===== src/rtl/ear_decoder_if.sv =====
// Sample bus and recovered-level outputs for the tape input decoder.
// The ADC side drives samples in; the decoder drives the tape level,
// the edge strobe and the half-cycle length back out.
interface ear_decoder_if;
    logic        adc_valid;
    logic [11:0] adc_data;
    logic        ear;
    logic        ear_edge;
    logic [15:0] period;
    logic        period_valid;

    modport master (
        output adc_valid, adc_data,
        input  ear, ear_edge, period, period_valid
    );

    modport slave (
        input  adc_valid, adc_data,
        output ear, ear_edge, period, period_valid
    );
endinterface


===== src/rtl/ear_decoder.sv =====
// Tape input recovery: tracks a decaying min/max envelope of the ADC samples,
// slices them with a Schmitt trigger around the envelope midpoint and measures
// each half-cycle length in valid samples.
module ear_decoder #(
    parameter int HYST_SH   = 2,
    parameter int DECAY_SH  = 8,
    parameter int MIN_SWING = 64
) (
    input logic          clock,
    input logic          reset,
    ear_decoder_if.slave bus
);
    localparam logic [11:0] MIN_SWING_W = 12'(MIN_SWING);

    logic [11:0]         max_env;
    logic [11:0]         min_env;
    logic [15:0]         sample_cnt;
    logic [DECAY_SH-1:0] decay_cnt;

    logic [11:0]        span;
    logic [12:0]        sum;
    logic [12:0]        mid;
    logic [11:0]        hyst;
    logic signed [13:0] sample_s;
    logic signed [13:0] hi_th;
    logic signed [13:0] lo_th;
    logic               swing_ok;
    logic               toggle;
    logic               raise;
    logic               lower;
    logic               decay_tick;
    logic [15:0]        cnt_inc;

    // Thresholds come from the envelope as it stood before this sample.
    // Widening to 14-bit signed keeps mid +/- h from wrapping at either rail.
    assign span     = max_env - min_env;
    assign sum      = {1'b0, max_env} + {1'b0, min_env};
    assign mid      = sum >> 1;
    assign hyst     = span >> HYST_SH;
    assign sample_s = $signed({2'b00, bus.adc_data});
    assign hi_th    = $signed({1'b0, mid}) + $signed({2'b00, hyst});
    assign lo_th    = $signed({1'b0, mid}) - $signed({2'b00, hyst});
    assign swing_ok = (span >= MIN_SWING_W);

    // Strict comparisons: a sample sitting exactly on a threshold holds.
    assign toggle = bus.adc_valid && swing_ok &&
                    (bus.ear ? (sample_s < lo_th) : (sample_s > hi_th));

    assign raise      = bus.adc_data > max_env;
    assign lower      = bus.adc_data < min_env;
    // span >= 2 keeps min from crossing max when both sides decay together.
    assign decay_tick = (decay_cnt == {DECAY_SH{1'b1}}) && (span >= 12'd2);
    assign cnt_inc    = (sample_cnt == 16'hFFFF) ? sample_cnt : sample_cnt + 16'd1;

    // Envelope tracking: a new extreme wins over decay for that side.
    always_ff @(posedge clock) begin
        if (reset) begin
            max_env   <= 12'h800;
            min_env   <= 12'h800;
            decay_cnt <= '0;
        end else if (bus.adc_valid) begin
            decay_cnt <= decay_cnt + 1'b1;
            if (raise)
                max_env <= bus.adc_data;
            else if (decay_tick)
                max_env <= max_env - 12'd1;
            if (lower)
                min_env <= bus.adc_data;
            else if (decay_tick)
                min_env <= min_env + 12'd1;
        end
    end

    // Schmitt output, edge strobe and saturating half-cycle length.
    always_ff @(posedge clock) begin
        if (reset) begin
            bus.ear          <= 1'b0;
            bus.ear_edge     <= 1'b0;
            bus.period_valid <= 1'b0;
            bus.period       <= '0;
            sample_cnt       <= '0;
        end else begin
            bus.ear_edge     <= 1'b0;
            bus.period_valid <= 1'b0;
            if (bus.adc_valid) begin
                if (toggle) begin
                    bus.ear          <= ~bus.ear;
                    bus.ear_edge     <= 1'b1;
                    bus.period_valid <= 1'b1;
                    bus.period       <= cnt_inc;
                    sample_cnt       <= '0;
                end else begin
                    sample_cnt <= cnt_inc;
                end
            end
        end
    end
endmodule


===== src/flat_wrapper.sv =====
// flat-port wrapper written by rule: the top's interface ports become plain ports
module ear_decoder_flat 
#(
    parameter int HYST_SH   = 2,
    parameter int DECAY_SH  = 8,
    parameter int MIN_SWING = 64
)
  (clock, reset, bus_adc_valid, bus_adc_data, bus_ear, bus_ear_edge, bus_period, bus_period_valid);
  ear_decoder_if bus_i ();
  input logic clock;
  input logic reset;
  input wire logic [$bits(bus_i.adc_valid)-1:0] bus_adc_valid;
  input wire logic [$bits(bus_i.adc_data)-1:0] bus_adc_data;
  output wire logic [$bits(bus_i.ear)-1:0] bus_ear;
  output wire logic [$bits(bus_i.ear_edge)-1:0] bus_ear_edge;
  output wire logic [$bits(bus_i.period)-1:0] bus_period;
  output wire logic [$bits(bus_i.period_valid)-1:0] bus_period_valid;
  assign bus_i.adc_valid = bus_adc_valid;
  assign bus_i.adc_data = bus_adc_data;
  assign bus_ear = bus_i.ear;
  assign bus_ear_edge = bus_i.ear_edge;
  assign bus_period = bus_i.period;
  assign bus_period_valid = bus_i.period_valid;
  ear_decoder #(.HYST_SH(HYST_SH), .DECAY_SH(DECAY_SH), .MIN_SWING(MIN_SWING)) u_core (.clock(clock), .reset(reset), .bus(bus_i));
endmodule

===== config.mk =====
export PLATFORM = sky130hd
export DESIGN_NAME = ear_decoder_flat
export DESIGN_NICKNAME = d
export VERILOG_FILES = /design/src/rtl/ear_decoder_if.sv /design/src/rtl/ear_decoder.sv /design/src/flat_wrapper.sv
export SDC_FILE = /design/constraint.sdc
export NUM_CORES = 1
export LEC_CHECK = 0
export BUFFER_PORTS_ARGS = -buffer_cell sky130_fd_sc_hd__buf_2
export CAP_MARGIN = 20
export CELL_PAD_IN_SITES_DETAIL_PLACEMENT = 1
export CELL_PAD_IN_SITES_GLOBAL_PLACEMENT = 2
export CORE_MARGIN = 3
export CORE_UTILIZATION = 38
export DETAILED_ROUTE_END_ITERATION = 7
export GPL_TIMING_DRIVEN = 0
export PLACE_DENSITY_LB_ADDON = 0.1
export SLEW_MARGIN = 5
export SYNTH_ARGS = -nofsm -noshare
export SYNTH_HDL_FRONTEND = slang
export SYNTH_SLANG_ARGS = --single-unit

===== constraint.sdc =====
create_clock -name clock -period 5.9 [get_ports clock]
set_clock_uncertainty 0.05 [all_clocks]
set_input_delay 0.295 -clock clock [delete_from_list [all_inputs] [get_ports clock]]
set_output_delay 0.295 -clock clock [all_outputs]
set_load 0.005 [all_outputs]

==> metrics.md <==
| Metric | Value |
|---|---|
| Ports | 34 |
| First-pass GRT wire length | approximately 35000 um |
| Clock latency on the worst-skew pair | roughly 0.34 ns |
| DR WL/cell | 20.34 um |
| Total Wirelength | approximately 22000 um |
| XOR/XNOR Fraction of Synth Area | 6.742% |
| Max-Cap Viols | 0 |
| Critical path endpoint category | flip-flop |
| Crit-path slowest cell | or3b_2 |
| Final worst slack | ~0.26 ns |
| Hpwl dp | 17730 um |
| Synth Area in Adders | 19.34% |
| Area grow syn2layout | 15.53% |
| Overall die area | 0.01870 mm2 |
| H-Tree Depth | 3 |
| Initial Utilization | 39.03% |
| Die Ht | between 100 and 150 um |
| # fillers | 2041 |
| CP required | 6.08 ns |
| Syn avg cell area | between 7 and 8 um2 |
| Min-delay worst type | primary input to flip-flop |
| Simple logic cell fraction of the synthesized area | 22.13% |
| Synth warn | 0 |
| Gp weighted congestion | 0.8515 |
| NumNets Final | 988 |
| Synth Flop Type | dfxtp_1 |
| CTS tree | yes |
| Compound-Gate Fraction of Synth Area | 24.95% |
| PD cells | ~530 mW/mm2 |
| Total power | 3.988 mW |
| # clock sinks | 66 |
| Maximum VDD drop | about 0.35 mV |
| Endpoints failing setup | 0 |
| Minimum clock period | ~5.6 ns |
| Total gr overflow | 0 |
| Worst hold margin | 0.2699 ns |
| Netlist cell types | 67 |
| Syn Inst Count | 826 |
| Synth Cell Area | 0.006495 mm2 |
| Count of pins over their slew limit | 0 |
| DRT antenna net count | 0 |
| Die Width | 136.7 um |
| Async S/R FF share, synth | 0% |
| Layout cell share with drive strength beyond 1 | 14.22% |
| DP Cell Count | 1079 |
| GRT Total Usage | 23.90% |
| Ant. Diodes | 0 |
| Outcome | completed |
| Worst-margin pin slew | 0.8228 ns |
| Initial antenna violation count | 0 |
| Arrival @ worst endpoint | 5.82 ns |
| Number of core rows | 47 |
| Syn_nets | 939 |
| Sequential area share after synthesis | 20.34% |
| Clock root cell | clkbuf_16 |
| Largest family of logic cells by synthesized area | compound AO/OA/AOI/OAI gates |
| Largest net degree at the start of global routing | 11 |
| EDFF count, synth | 0 |
| CP Class | flip-flop to flip-flop |
| 1st-pass router iterations | 4 |
| CTS max path bufs | 2 |
| Via Count | around 6500 |
| P_leak | 3.027 nW |
| Slew HR | between 40 and 50% |
| Clk slew on worst S/H paths | roughly 0.060 ns |
| Vias in the first global route | 6792 |
| CTS Hold Bufs | 0 |
| Pre-CTS WS | -0.9458 ns |
| Initial DRC count | 323 |
| DRC Markers | 0 |
| DR vias/cell | 5.872 |
| Synthesis-stage register bit count | between 60 and 70 |
| Fmax | ~0.18 GHz |
| CP max stage delay | 0.44 ns |
| Period utilization | 95.66% |
| Final Hold Fails | 0 |
| Num CTS Buffers | 9 |
| Layout Cells excl Fill | 1099 |
| Highest net fanout along the worst path | 10 |
| Core area | 0.01664 mm2 |
| Port bufs | 33 |
| Crit path launch type | flip-flop |
| Post-synthesis mux area share | 0.6550% |
==> cell usage in the layout, fill, tap and decap left out, types with 5 or more instances in the layout <==
cell / instances
nand2b_1: 21
xor2_1: 10
o311ai_0: 9
dfxtp_1: 61
clkbuf_16: 9
buf_1: 5
dfxtp_2: 5
o21bai_1: 7
a21oi_1: 63
o31ai_1: 15
and4_1: 5
and2_1: 7
a21o_1: 14
nand4_1: 14
nand3_1: 26
or3_1: 16
a211oi_1: 14
o21a_1: 5
o32ai_1: 6
and3_1: 8
nand2_1: 33
or2_2: 6
o21ai_1: 7
clkbuf_1: 22
buf_4: 8
buf_2: 36
o21ai_0: 33
inv_1: 55
a21oi_2: 7
nor2_1: 61
or4_1: 5
xnor2_1: 37
nor4_1: 22
ha_1: 88
o211ai_1: 5
nor3_1: 27
nor2b_1: 12
==> timing repair <==
action	4_1_cts	5_1_grt
pin swaps	2	14
gates resized for setup	26	42
buffers inserted	0	7
cloned	0	0
hold endpoints to repair	0	0
endpoints found under the setup margin	34	33
==> kinds of logic after synthesis <==
| logic type | count (synthesis) |
|---|---|
| AND/OR/NAND/NOR | 275 |
| AO/OA/AOI/OAI | 236 |
| adder cells (fa/ha/maj) | 98 |
| buffers and inverters | 97 |
| flip-flops | 66 |
| XOR/XNOR | 50 |
| multiplexers | 4 |
==> routing by layer <==
layer / vias to the layer above / share of wire [%] / track usage [%]
li1: 3148 / - / -
met1: 3167 / 45 / 29.40
met2: 105 / 49 / 43.10
met3: 33 / 3.0 / 2.757
met4: 0 / 3.0 / 8.007
met5: - / 0 / 0
==> state kept, by name, indices dropped and copies added (netlist names) <==
name / cells
u_core.bus.ear: 1
u_core.bus.ear_edge: 1
u_core.bus.period: 16
u_core.decay_cnt: 8
u_core.max_env: 12
u_core.min_env: 12
u_core.sample_cnt: 16
==> metrics by stage <==
stage	TNS, ns	instance area, um2	util [%]
5_1_grt	-1.848	7503	45.09
4_1_cts	0	7279	43.74
6_report	0	7503	45.09
2_1_floorplan	0	6495	-
3_5_place_dp	-28.38	6935	41.67
3_3_place_gp	-20.19	6935	41.67
==> critical path, delay by kind of cell, from the launching register on <==
| kind | cells | cell delay, ns |
|---|---|---|
| buffers and inverters | 5 | 0.65 |
| AOI/OAI and AO/OA | 13 | 2.04 |
| DFF | 1 | 0.38 |
| and+or+nand+nor | 7 | 1.27 |
| xor gates and xnor gates | 1 | 0.11 |
| adders and majority gates | 3 | 1.02 |
==> worst paths after layout <==
path / from / endpoint / slack (ns) / cells past startpoint
worst max-delay path: u_core.min_env[4] / u_core.bus.period[10] / 0.26 / 29
worst min-delay path: reset / u_core.bus.period[15] / 0.27 / 3
worst min register to register: u_core.bus.period[0] / u_core.bus.period[0] / 0.44 / 2
worst max register to register: u_core.min_env[4] / u_core.bus.period[10] / 0.26 / 29
==> report_power, final <==
group	internal [mW]	leakage, nW	switching [mW]
registers	0.509	0.539	0.0682
clock network	0.303	0.138	0.198
logic	1.23	2.35	1.68
==> Yosys cell counts (15+ instances only) <==
cell type,instances,area [um2]
o31ai_1,15,112.6
clkbuf_1,24,90.09
xnor2_1,39,341.6
a21oi_1,68,340.3
inv_1,58,217.7
nand2b_1,21,131.4
nor4_1,24,150.1
ha_1,94,1176
nand3_1,27,135.1
nand2_1,33,123.9
o21ai_0,40,200.2
nor2_1,64,240.2
dfxtp_1,66,1321
nor3_1,27,135.1
a211oi_1,16,120.1
or3_1,16,100.1
==> cell type report <==
| cell class | instances | area (um2) | share of cell area [%] |
|---|---|---|---|
| Inverter | 58 | 217.7 | 2.901 |
| Clock inverter | 3 | 15.01 | 0.2001 |
| Tap cell | 220 | 275.3 | 3.668 |
| Multi-Input combinational cell | 663 | 5006 | 66.72 |
| Sequential cell | 66 | 1328 | 17.69 |
| Timing Repair Buffer | 40 | 217.7 | 2.901 |
| Clock buffer | 12 | 256.5 | 3.418 |
| Buffer | 37 | 187.7 | 2.501 |
Note: power is estimated with default switching activity, not from simulation.
